**config.mk**
```make
export PLATFORM = sky130hd
export DESIGN_NAME = decdigi2hex_8bit_flat
export DESIGN_NICKNAME = d
export VERILOG_FILES = /design/src/rtl/decdigi_pkg.sv /design/src/rtl/decdigi2hex_8bit_if.sv /design/src/rtl/decdigi2hex_8bit_seg7_to_bcd.sv /design/src/rtl/decdigi2hex_8bit.sv /design/src/flat_wrapper.sv
export SDC_FILE = /design/constraint.sdc
export NUM_CORES = 1
export LEC_CHECK = 0
export CAP_MARGIN = 20
export CORE_MARGIN = 2
export CORE_UTILIZATION = 55
export CTS_CLUSTER_SIZE = 16
export DETAILED_ROUTE_END_ITERATION = 7
export GPL_TIMING_DRIVEN = 0
export PLACE_DENSITY = 0.92
export SETUP_SLACK_MARGIN = 0.05
export SYNTH_ARGS = -nofsm -noshare
export SYNTH_HDL_FRONTEND = slang
export SYNTH_SLANG_ARGS = --single-unit
```
**constraint.sdc**
```tcl
create_clock -name clock -period 7.4 [get_ports clock]
set_clock_uncertainty 0.1 [all_clocks]
set_input_delay 1.48 -clock clock [delete_from_list [all_inputs] [get_ports clock]]
set_output_delay 1.48 -clock clock [all_outputs]
set_load 0.01 [all_outputs]
```
**src/rtl/decdigi_pkg.sv**
```systemverilog
// Shared definitions for the 7-segment digit path.
// Holds the segment codes (bit 6 down to bit 0) used by both the hex-to-digit
// display encoder and the digit-entry decoder, the error code enum reported
// on err_code, and the entry FSM state enum.
package decdigi_pkg;

    localparam logic [6:0] DIGI_0 = 7'b0111111;
    localparam logic [6:0] DIGI_1 = 7'b0011000;
    localparam logic [6:0] DIGI_2 = 7'b1110110;
    localparam logic [6:0] DIGI_3 = 7'b1111100;
    localparam logic [6:0] DIGI_4 = 7'b1011001;
    localparam logic [6:0] DIGI_5 = 7'b1101101;
    localparam logic [6:0] DIGI_6 = 7'b1101111;
    localparam logic [6:0] DIGI_7 = 7'b0111000;
    localparam logic [6:0] DIGI_8 = 7'b1111111;
    localparam logic [6:0] DIGI_9 = 7'b1111101;
    // All segments off: a blank position, not a digit.
    localparam logic [6:0] DIGI_X = 7'b0000000;

    typedef enum logic [1:0] {
        ERR_NONE     = 2'd0,
        ERR_BAD_SEG  = 2'd1,
        ERR_OVERFLOW = 2'd2,
        ERR_COUNT    = 2'd3   // too many digits, or commit with none
    } err_code_e;

    typedef enum logic [1:0] {
        IDLE = 2'd0,
        ACC  = 2'd1,
        ERR  = 2'd2
    } state_e;

endpackage

```
**src/rtl/decdigi2hex_8bit_if.sv**
```systemverilog
// Bus bundle between a digit-entry source and decdigi2hex_8bit.
//   digi_in/digi_valid : one 7-segment digit code per strobe
//   commit/clear       : finish entry / abort entry
//   hex/hex_valid      : committed value and its one-cycle update pulse
//   err/err_code       : sticky error level and its cause
//   digit_cnt          : digits accepted in the current entry
// master = digit source, slave = decoder.
interface decdigi2hex_8bit_if;

    logic [6:0] digi_in;
    logic       digi_valid;
    logic       commit;
    logic       clear;
    logic [7:0] hex;
    logic       hex_valid;
    logic       err;
    logic [1:0] err_code;
    logic [1:0] digit_cnt;

    modport master (
        output digi_in, digi_valid, commit, clear,
        input  hex, hex_valid, err, err_code, digit_cnt
    );

    modport slave (
        input  digi_in, digi_valid, commit, clear,
        output hex, hex_valid, err, err_code, digit_cnt
    );

endinterface

```
**src/rtl/decdigi2hex_8bit_seg7_to_bcd.sv**
```systemverilog
// Combinational 7-segment to BCD decoder.
//   seg      : 7-segment code, bit 6 down to bit 0
//   digit    : decoded decimal value, 0 when seg is not a digit
//   is_digit : seg is one of the ten digit codes
//   is_blank : seg has every segment off
module seg7_to_bcd
    import decdigi_pkg::*;
(
    input  logic [6:0] seg,
    output logic [3:0] digit,
    output logic       is_digit,
    output logic       is_blank
);

    always_comb begin
        digit    = 4'd0;
        is_digit = 1'b1;
        is_blank = 1'b0;
        case (seg)
            DIGI_0:  digit = 4'd0;
            DIGI_1:  digit = 4'd1;
            DIGI_2:  digit = 4'd2;
            DIGI_3:  digit = 4'd3;
            DIGI_4:  digit = 4'd4;
            DIGI_5:  digit = 4'd5;
            DIGI_6:  digit = 4'd6;
            DIGI_7:  digit = 4'd7;
            DIGI_8:  digit = 4'd8;
            DIGI_9:  digit = 4'd9;
            DIGI_X: begin
                is_digit = 1'b0;
                is_blank = 1'b1;
            end
            default: is_digit = 1'b0;
        endcase
    end

endmodule

```
**src/rtl/decdigi2hex_8bit.sv**
```systemverilog
// Serial 7-segment digit entry decoder.
// Decimal digits arrive most significant first as 7-segment codes and are
// accumulated into an 8-bit value; commit publishes it on hex with a
// one-cycle hex_valid pulse. Errors park the block in a sticky ERR state
// that only clear or reset leaves.
//   clock, rst_n : rising-edge clock, asynchronous active-low reset
//   bus (slave)  : digit/commit/clear inputs, hex/err/digit_cnt outputs
module decdigi2hex_8bit
    import decdigi_pkg::*;
#(
    parameter int MAX_VALUE = 255   // largest accepted result, 1..255
) (
    input  logic              clock,
    input  logic              rst_n,
    decdigi2hex_8bit_if.slave bus
);

    localparam logic [9:0] MAX_W = 10'(MAX_VALUE);

    state_e    state_q, state_d;
    err_code_e ec_q, ec_d;
    logic [7:0] acc_q, acc_d;
    logic [7:0] hex_q, hex_d;
    logic [1:0] cnt_q, cnt_d;
    logic       hv_q, hv_d;

    logic [3:0] seg_digit;
    logic       seg_is_digit;
    logic       seg_is_blank;

    seg7_to_bcd u_seg (
        .seg      (bus.digi_in),
        .digit    (seg_digit),
        .is_digit (seg_is_digit),
        .is_blank (seg_is_blank)
    );

    // acc*10 + d as (acc<<3)+(acc<<1)+d. A digit is only folded in while
    // cnt<3, so acc<=99 here and the 10-bit result (max 999) never wraps.
    logic [9:0] acc_ext;
    logic [9:0] nxt_val;
    assign acc_ext = {2'b00, acc_q};
    assign nxt_val = (acc_ext << 3) + (acc_ext << 1) + {6'b000000, seg_digit};

    always_comb begin
        state_d = state_q;
        ec_d    = ec_q;
        acc_d   = acc_q;
        cnt_d   = cnt_q;
        hex_d   = hex_q;
        hv_d    = 1'b0;

        if (bus.clear) begin
            state_d = IDLE;
            ec_d    = ERR_NONE;
            acc_d   = 8'd0;
            cnt_d   = 2'd0;
        end else if (state_q != ERR) begin
            // The digit is resolved first so a same-cycle commit sees the
            // updated accumulator (or the error it raised).
            if (bus.digi_valid && !seg_is_blank) begin
                if (!seg_is_digit) begin
                    state_d = ERR;
                    ec_d    = ERR_BAD_SEG;
                end else if (cnt_q == 2'd3) begin
                    state_d = ERR;
                    ec_d    = ERR_COUNT;
                end else if (nxt_val > MAX_W) begin
                    state_d = ERR;
                    ec_d    = ERR_OVERFLOW;
                end else begin
                    state_d = ACC;
                    acc_d   = nxt_val[7:0];
                    cnt_d   = cnt_q + 2'd1;
                end
            end

            if (bus.commit && state_d != ERR) begin
                if (state_d == ACC) begin
                    hex_d   = acc_d;
                    hv_d    = 1'b1;
                    acc_d   = 8'd0;
                    cnt_d   = 2'd0;
                    state_d = IDLE;
                end else begin
                    state_d = ERR;
                    ec_d    = ERR_COUNT;
                end
            end
        end
    end

    always_ff @(posedge clock or negedge rst_n) begin
        if (!rst_n) begin
            state_q <= IDLE;
            ec_q    <= ERR_NONE;
            acc_q   <= 8'd0;
            cnt_q   <= 2'd0;
            hex_q   <= 8'd0;
            hv_q    <= 1'b0;
        end else begin
            state_q <= state_d;
            ec_q    <= ec_d;
            acc_q   <= acc_d;
            cnt_q   <= cnt_d;
            hex_q   <= hex_d;
            hv_q    <= hv_d;
        end
    end

    assign bus.hex       = hex_q;
    assign bus.hex_valid = hv_q;
    assign bus.err       = (state_q == ERR);
    assign bus.err_code  = ec_q;
    assign bus.digit_cnt = cnt_q;

endmodule

```
**src/flat_wrapper.sv**
```systemverilog
// flat-port wrapper written by rule: the top's interface ports become plain ports
module decdigi2hex_8bit_flat import decdigi_pkg::*;
#(
    parameter int MAX_VALUE = 255                                     
)
  (clock, rst_n, bus_digi_in, bus_digi_valid, bus_commit, bus_clear, bus_hex, bus_hex_valid, bus_err, bus_err_code, bus_digit_cnt);
  decdigi2hex_8bit_if bus_i ();
  input  logic clock;
  input  logic rst_n;
  input wire logic [$bits(bus_i.digi_in)-1:0] bus_digi_in;
  input wire logic [$bits(bus_i.digi_valid)-1:0] bus_digi_valid;
  input wire logic [$bits(bus_i.commit)-1:0] bus_commit;
  input wire logic [$bits(bus_i.clear)-1:0] bus_clear;
  output wire logic [$bits(bus_i.hex)-1:0] bus_hex;
  output wire logic [$bits(bus_i.hex_valid)-1:0] bus_hex_valid;
  output wire logic [$bits(bus_i.err)-1:0] bus_err;
  output wire logic [$bits(bus_i.err_code)-1:0] bus_err_code;
  output wire logic [$bits(bus_i.digit_cnt)-1:0] bus_digit_cnt;
  assign bus_i.digi_in = bus_digi_in;
  assign bus_i.digi_valid = bus_digi_valid;
  assign bus_i.commit = bus_commit;
  assign bus_i.clear = bus_clear;
  assign bus_hex = bus_i.hex;
  assign bus_hex_valid = bus_i.hex_valid;
  assign bus_err = bus_i.err;
  assign bus_err_code = bus_i.err_code;
  assign bus_digit_cnt = bus_i.digit_cnt;
  decdigi2hex_8bit #(.MAX_VALUE(MAX_VALUE)) u_core (.clock(clock), .rst_n(rst_n), .bus(bus_i));
endmodule
```
==> impl_metrics.toml, run 1 <==
[run_status]
run_status = "complete, no violations"

[critical_path]
setup.worst_path.start_class = "input pin"
regToRegEndpoint = "u_core.bus.hex[4]$_DFFE_PN0P_"
timing.critical_path.required_ns = 7.51
arrival_ns = 5.52
r2r_cells = 10
critical_path.reg2reg.startpoint = "u_core.acc_q[0]$_DFFE_PN0P_"
critPathKind = "input pin to flop"
endpoint_kind = "flop"
rrSetupSlack_ns = 3.76
timing.critical_path.fanout_max = 10

[cts]
cts.reportedPaths.clkPinSlew_ns = 0.12
clk_path_buf_depth = 2
cts_repair_resize_count = 0
sinks_on_clock_net = 23
clock_tree_from_tritoncts = "yes"
cts_hold_buf = 0
ctsRootBufferMaster = "clkbuf_4"
cts_max_level = 1
cts_post_setup_buffers_inserted = 0
cts_inserted_buffers = 3
worstSkewPairLatency_ns = 0.32

[timing]
setup_viol = 0
timing.final.hold_violations = 0
slew_of_the_pin_with_the_lowest_slew_margin_ns = 0.958
final.setup.tns_ns = 0
max_freq_ghz = 0.185
grt_setup_unrepaired = "false"
slew_violations = 0
timing.final.crit_share_pct = 73.1
layout_min_cycle_time_ns = 5.41
worst_max_slew_margin_expressed_relative_to_the_limit_pct = 35.9

[worst_hold_path]
worstHoldPathCells = 1
min-delay-start = "u_core.bus.hex[6]$_DFFE_PN0P_"
hold_path_class = "flop to flop"
hold_end = "u_core.bus.hex[6]$_DFFE_PN0P_"

[yosys]
synth_edf_count = 0
mappedNetlistNets = 204
synthDistinctLibCells = 49
synth-warning-count = 0
netlist_area_mm2 = 0.00179
synthesis.instances = 175
synth-seq-area-share_pct = 32.2
yosys_most_used_dff = "dfrtp_1"
syn-mean-instance-area_um2 = 10.2
synth-seq-cells = 23
fraction_of_registers_with_async_set_or_reset_after_synthesis_pct = 100

[power]
power-per-cell-area_mw_per_mm2 = 107
power_leakage_nw = 0.985
power.ir.vdd_worst_uv = 55.4

[grt]
grt_first_pass_wirelength_um = 5530
grt_use_total_pct = 19.7
antenna_violations_before_repair = 0
grt_remaining_overflow = 0
grt_max_degree = 24
grt_pass1_vias = 1260

[placed_design]
finalWeightedCongestion = 0.839
post_detail_place_hpwl_um = 2730
port_buffers = 21

[cells_and_area]
post_route_cells_drive_above_1_share_pct = 12.0
nets = 230
diodes = 0
layout-area-overhead-vs-synth_pct = 16.4
layout.cells.most_common = "dfrtp_1"
fin_util_pct = 67.5
most_frequent_cells_in_the_layout = "dfrtp_1, clkdlybuf4s50_1, nor2_1, ha_1, mux2_4"
filler_cell_count = 248

[floorplan]
die_h_um = 61.0
ios = 26
core_region_area_mm2 = 0.00308
floorplan.initialDensity_pct = 58.0
floorplan.die.width_um = 61.0
die_area_mm2 = 0.00372
placementRows = 20

[routing]
drcViolationCount = 0
route.vias.total = 1421
finalWirelength_um = 3410
vias_per_cell = 5.82
detail_route.first_pass.iterations = 5
count_of_antenna_violating_nets_left_after_detailed_routing = 0
detailedRoute.firstIterationViolations = 96
post_drt_wl_per_cell_um = 14.0

[run]
max_cap_violations = 0
==> area by class of cell <==
class	instances	area, um^2	share of cell area, %
well taps	44	55.1	2.65
flip-flops and latches	23	576	27.7
repair buffers	21	210	10.1
clock inverters	1	5.00	0.241
plain buffers	8	48.8	2.35
multi-input cells	137	1130	54.6
clock buffers	3	22.5	1.08
inverters	7	26.3	1.26
==> stage by stage <==
stage	cells	setup WS (ns)	area, um^2	hold WS (ns)	total power, mW
after floorplan	175	2.31	1790	0.393	0.151
after global placement	240	1.75	2050	0.396	0.165
after detailed placement	240	1.65	2050	0.398	0.166
after CTS	244	1.99	2080	0.429	0.222
after global routing	244	1.76	2080	0.440	0.233
final	244	1.99	2080	0.426	0.222
==> sequential cells by signal (all words and copies together) (netlist names) <==
signal                cells
u_core.bus.hex_valid      1
u_core.bus.digit_cnt      2
u_core.acc_q              8
u_core.bus.hex            8
u_core.state_q            2
u_core.bus.err_code       2
==> routing by layer <==
| layer | routed length [um] | vias up | global-route usage [%] |
|---|---|---|---|
| li1 | - | 712 | - |
| met1 | 1620 | 669 | 26.4 |
| met2 | 1630 | 35 | 32.9 |
| met3 | 97 | 5 | 0.640 |
| met4 | 61 | 0 | 9.01 |
| met5 | 0 | - | 0 |
==> worst max path at each step <==
stage / startpoint / to / slack (ns) / cells past startpoint
CTS: bus_digi_in[0] / u_core.bus.hex[4]$_DFFE_PN0P_ / 1.99 / 19
floorplan: bus_digi_in[2] / u_core.bus.hex[0]$_DFFE_PN0P_ / 2.31 / 15
detailed placement: bus_digi_in[0] / u_core.bus.hex[4]$_DFFE_PN0P_ / 1.65 / 19
global route: bus_digi_in[0] / u_core.bus.hex[4]$_DFFE_PN0P_ / 1.76 / 19
global placement: bus_digi_in[1] / u_core.bus.hex[4]$_DFFE_PN0P_ / 1.75 / 15
finish: bus_digi_in[0] / u_core.bus.hex[4]$_DFFE_PN0P_ / 1.99 / 19
==> synthesized netlist by cell type, drive strengths merged (3+ instances only) <==
cell type	n	area share, %
a21o	3	1.3
a21oi	5	1.4
a22o	8	3.9
a31oi	3	1.1
and3	3	1.1
clkbuf	6	1.3
dfrtp	23	32
ha	15	11
inv	7	1.5
mux2	15	12
nand2	11	2.3
nor2	15	3.2
nor3	4	1.1
nor4b	3	1.5
o21a	6	2.5
o21ai	8	2.2
xnor2	5	2.5
==> critical path, stage by stage <==
cell             delay [ns]
clkdlybuf4s50_1        0.47
clkbuf_1               0.31
nand3b_1               0.18
nor4_1                 0.06
a31oi_1                0.16
nor2b_1                0.06
ha_1                   0.28
ha_1                   0.20
inv_1                  0.07
fa_1                   0.40
nor2b_1                0.18
o2111ai_1              0.16
a31oi_1                0.20
a31o_1                 0.26
and3_1                 0.20
buf_6                  0.12
buf_8                  0.14
mux2_4                 0.31
mux2_4                 0.27
==> logic make-up (layout without fill, tap and decap cells) <==
family	Yosys count	after routing	synth area share, %
AOI/OAI and AO/OA	49	49	21.0
adders and majority gates	17	17	12.8
DFF	23	23	32.2
buffers and inverters	15	40	4.20
muxes	17	17	13.5
and+or+nand+nor	48	48	13.4
xor gates and xnor gates	6	6	2.94
==> power breakdown <==
part	total [mW]	switching (mW)	internal, mW
Sequential	0.129	0.00182	0.127
Clock	0.0581	0.0379	0.0202
Combinational	0.0343	0.0192	0.0151
Power figures use the tool's default switching activity.
==> run 2: changes to the inputs <==
--- a/config.mk
+++ b/config.mk
@@ -7,11 +7,11 @@
 export LEC_CHECK = 0
 export CAP_MARGIN = 20
 export CORE_MARGIN = 2
-export CORE_UTILIZATION = 55
+export CORE_UTILIZATION = 54
 export CTS_CLUSTER_SIZE = 16
 export DETAILED_ROUTE_END_ITERATION = 7
 export GPL_TIMING_DRIVEN = 0
-export PLACE_DENSITY = 0.92
+export PLACE_DENSITY = 0.9
 export SETUP_SLACK_MARGIN = 0.05
 export SYNTH_ARGS = -nofsm -noshare
 export SYNTH_HDL_FRONTEND = slang
==> constraint.sdc (replaced) <==
create_clock -name clock -period 5.1 [get_ports clock]
set_clock_uncertainty 0.1 [all_clocks]
set_input_delay 1.02 -clock clock [delete_from_list [all_inputs] [get_ports clock]]
set_output_delay 1.02 -clock clock [all_outputs]
set_load 0.01 [all_outputs]
==> impl_metrics.toml, run 2 (same netlist as run 1, synthesis figures left out) <==
[run_status]
run_status = "complete, no violations"

[cells_and_area]
finish.instance_area_mm2 = 0.00213
layout.cells.most_common = "dfrtp_1"
most_frequent_cells_in_the_layout = "dfrtp_1, clkdlybuf4s50_1, nor2_1, ha_1, mux2_4"
layout-area-overhead-vs-synth_pct = 19.5
fin_cells = 246
filler_cell_count = 256
diodes = 0
post_route_cells_drive_above_1_share_pct = 14.9
nets = 232

[critical_path]
endpoint_kind = "flop"
cp_cell_sequence = "clkdlybuf4s50_1, or3_1, mux2i_1, a31oi_1, nor2b_1, ha_1, ha_1, a211oi_2, nor2_1, or4_1, a31o_1, and3_1, buf_6, o211ai_4, mux2_4"
cp_slowest_stage_delay_ns = 0.53
slowest_library_cell_on_the_worst_path = "or4_1"
critPathKind = "input pin to flop"
timing.critical_path.required_ns = 5.22
setup.worst_path.start_class = "input pin"
timing.critical_path.fanout_max = 9
arrival_ns = 5.13
cp_common_cell = "ha_1"

[routing]
detailedRoute.firstIterationViolations = 66
drt-met1-wl_um = 1800
routed.top_layer = "met4"
met2_length_um = 2210
drcViolationCount = 0
post_drt_wl_per_cell_um = 17.5
vias_per_cell = 6.13
route.met3.wl_um = 166
count_of_antenna_violating_nets_left_after_detailed_routing = 0
route.vias.total = 1508
detail_route.first_pass.iterations = 4
finalWirelength_um = 4310

[timing]
slew_violations = 0
worst_max_slew_margin_expressed_relative_to_the_limit_pct = 59.7
timing.final.crit_share_pct = 98.3
setup_viol = 0
post-route-worst-setup-slack_ns = 0.0862
grt_setup_unrepaired = "false"
slew_of_the_pin_with_the_lowest_slew_margin_ns = 0.605
fin_hold_ws_ns = 0.428
final.setup.tns_ns = 0
timing.final.hold_violations = 0
max_freq_ghz = 0.199
layout_min_cycle_time_ns = 5.01

[power]
p_switching_mw = 0.0913
power.ir.vdd_worst_uv = 82.4
comb_power_share_pct = 16.6
pwr-share-seq_pct = 56.8
p_sw_share_pct = 27.7
power-per-cell-area_mw_per_mm2 = 155
pwr-share-clk_pct = 26.6
power_leakage_nw = 1.02
internal_power_mw = 0.239

[grt]
grt_first_pass_wirelength_um = 6350
antenna_violations_before_repair = 0
grt_max_degree = 24
grt_pass1_vias = 1468
grt_remaining_overflow = 0
grt_use_total_pct = 22.9

[floorplan]
die_area_mm2 = 0.00378
placementRows = 20
floorplan.initialDensity_pct = 57.5
ios = 26
floorplan.die.width_um = 61.5
core_region_area_mm2 = 0.00310
die_h_um = 61.5

[placed_design]
place_ws_ns = -0.253
port_buffers = 21
place_area_mm2 = 0.00205
post_detail_place_hpwl_um = 3170
place_inst = 240
finalWeightedCongestion = 0.887

[cts]
cts.reportedPaths.clkPinSlew_ns = 0.12
clk_path_buf_depth = 2
sinks_on_clock_net = 23
worstSkewPairLatency_ns = 0.33
cts_inserted_buffers = 3
clock_tree_from_tritoncts = "yes"
cts_hold_buf = 0
cts_max_level = 1
ctsRootBufferMaster = "clkbuf_4"

[worst_hold_path]
hold_path_class = "flop to flop"

[run]
max_cap_violations = 0
## run 2: final cells by class
cell class / count / area [um^2] / share of cell area (%)
tap: 44 / 55.1 / 2.58
sequential: 23 / 576 / 27.0
buffer: 8 / 50.0 / 2.35
inverter: 7 / 26.3 / 1.23
multi-input combinational: 137 / 1150 / 54.0
timing repair buffer: 23 / 248 / 11.6
clock buffer: 3 / 22.5 / 1.06
clock inverter: 1 / 5.00 / 0.235
## run 2: worst paths after layout
check	cells past startpoint	slack [ns]	start	endpoint
worst max-delay path	15	0.09	bus_digi_in[5]	u_core.bus.hex[4]$_DFFE_PN0P_
worst min-delay path	1	0.43	u_core.bus.hex[4]$_DFFE_PN0P_	u_core.bus.hex[4]$_DFFE_PN0P_
worst max register to register	10	1.33	u_core.acc_q[0]$_DFFE_PN0P_	u_core.bus.hex[4]$_DFFE_PN0P_
worst min register to register	1	0.43	u_core.bus.hex[4]$_DFFE_PN0P_	u_core.bus.hex[4]$_DFFE_PN0P_
max in group asynchronous	2	3.67	rst_n	u_core.acc_q[4]$_DFFE_PN0P_
min in group asynchronous	1	0.83	rst_n	u_core.bus.hex[7]$_DFFE_PN0P_
## run 2: per-layer routing
layer | vias up | global-route usage, %
met5 | - | 0
met2 | 52 | 40.8
met4 | 0 | 11.2
li1 | 709 | -
met3 | 11 | 3.36
met1 | 736 | 26.8
## run 2: worst max-delay path: cells and delay by family
kind / cells / cell delay (ns)
adders and majority gates: 2 / 0.49
buffers and inverters: 2 / 0.64
and+or+nand+nor: 5 / 1.37
AOI/OAI and AO/OA: 4 / 1.06
muxes: 2 / 0.52
## run 2: power groups by stage
stage                     sequential (mW)  clock, mW  combinational (mW)
after global placement              0.190          0              0.0482
final                               0.187     0.0878              0.0547
after floorplan                     0.191          0              0.0273
after global routing                0.188     0.0984              0.0590
after detailed placement            0.191          0              0.0505
after CTS                           0.187     0.0892              0.0506
## run 2: timing repair
item,CTS,global route
endpoints found under the setup margin,0,18
buffers inserted,0,1
gates resized for setup,0,6
## run 2: metrics by stage
stage / total power, mW / util (%)
2_1_floorplan: 0.218 / -
3_3_place_gp: 0.239 / 66.1
3_5_place_dp: 0.241 / 66.1
4_1_cts: 0.327 / 67.0
5_1_grt: 0.345 / 68.8
6_report: 0.330 / 68.8
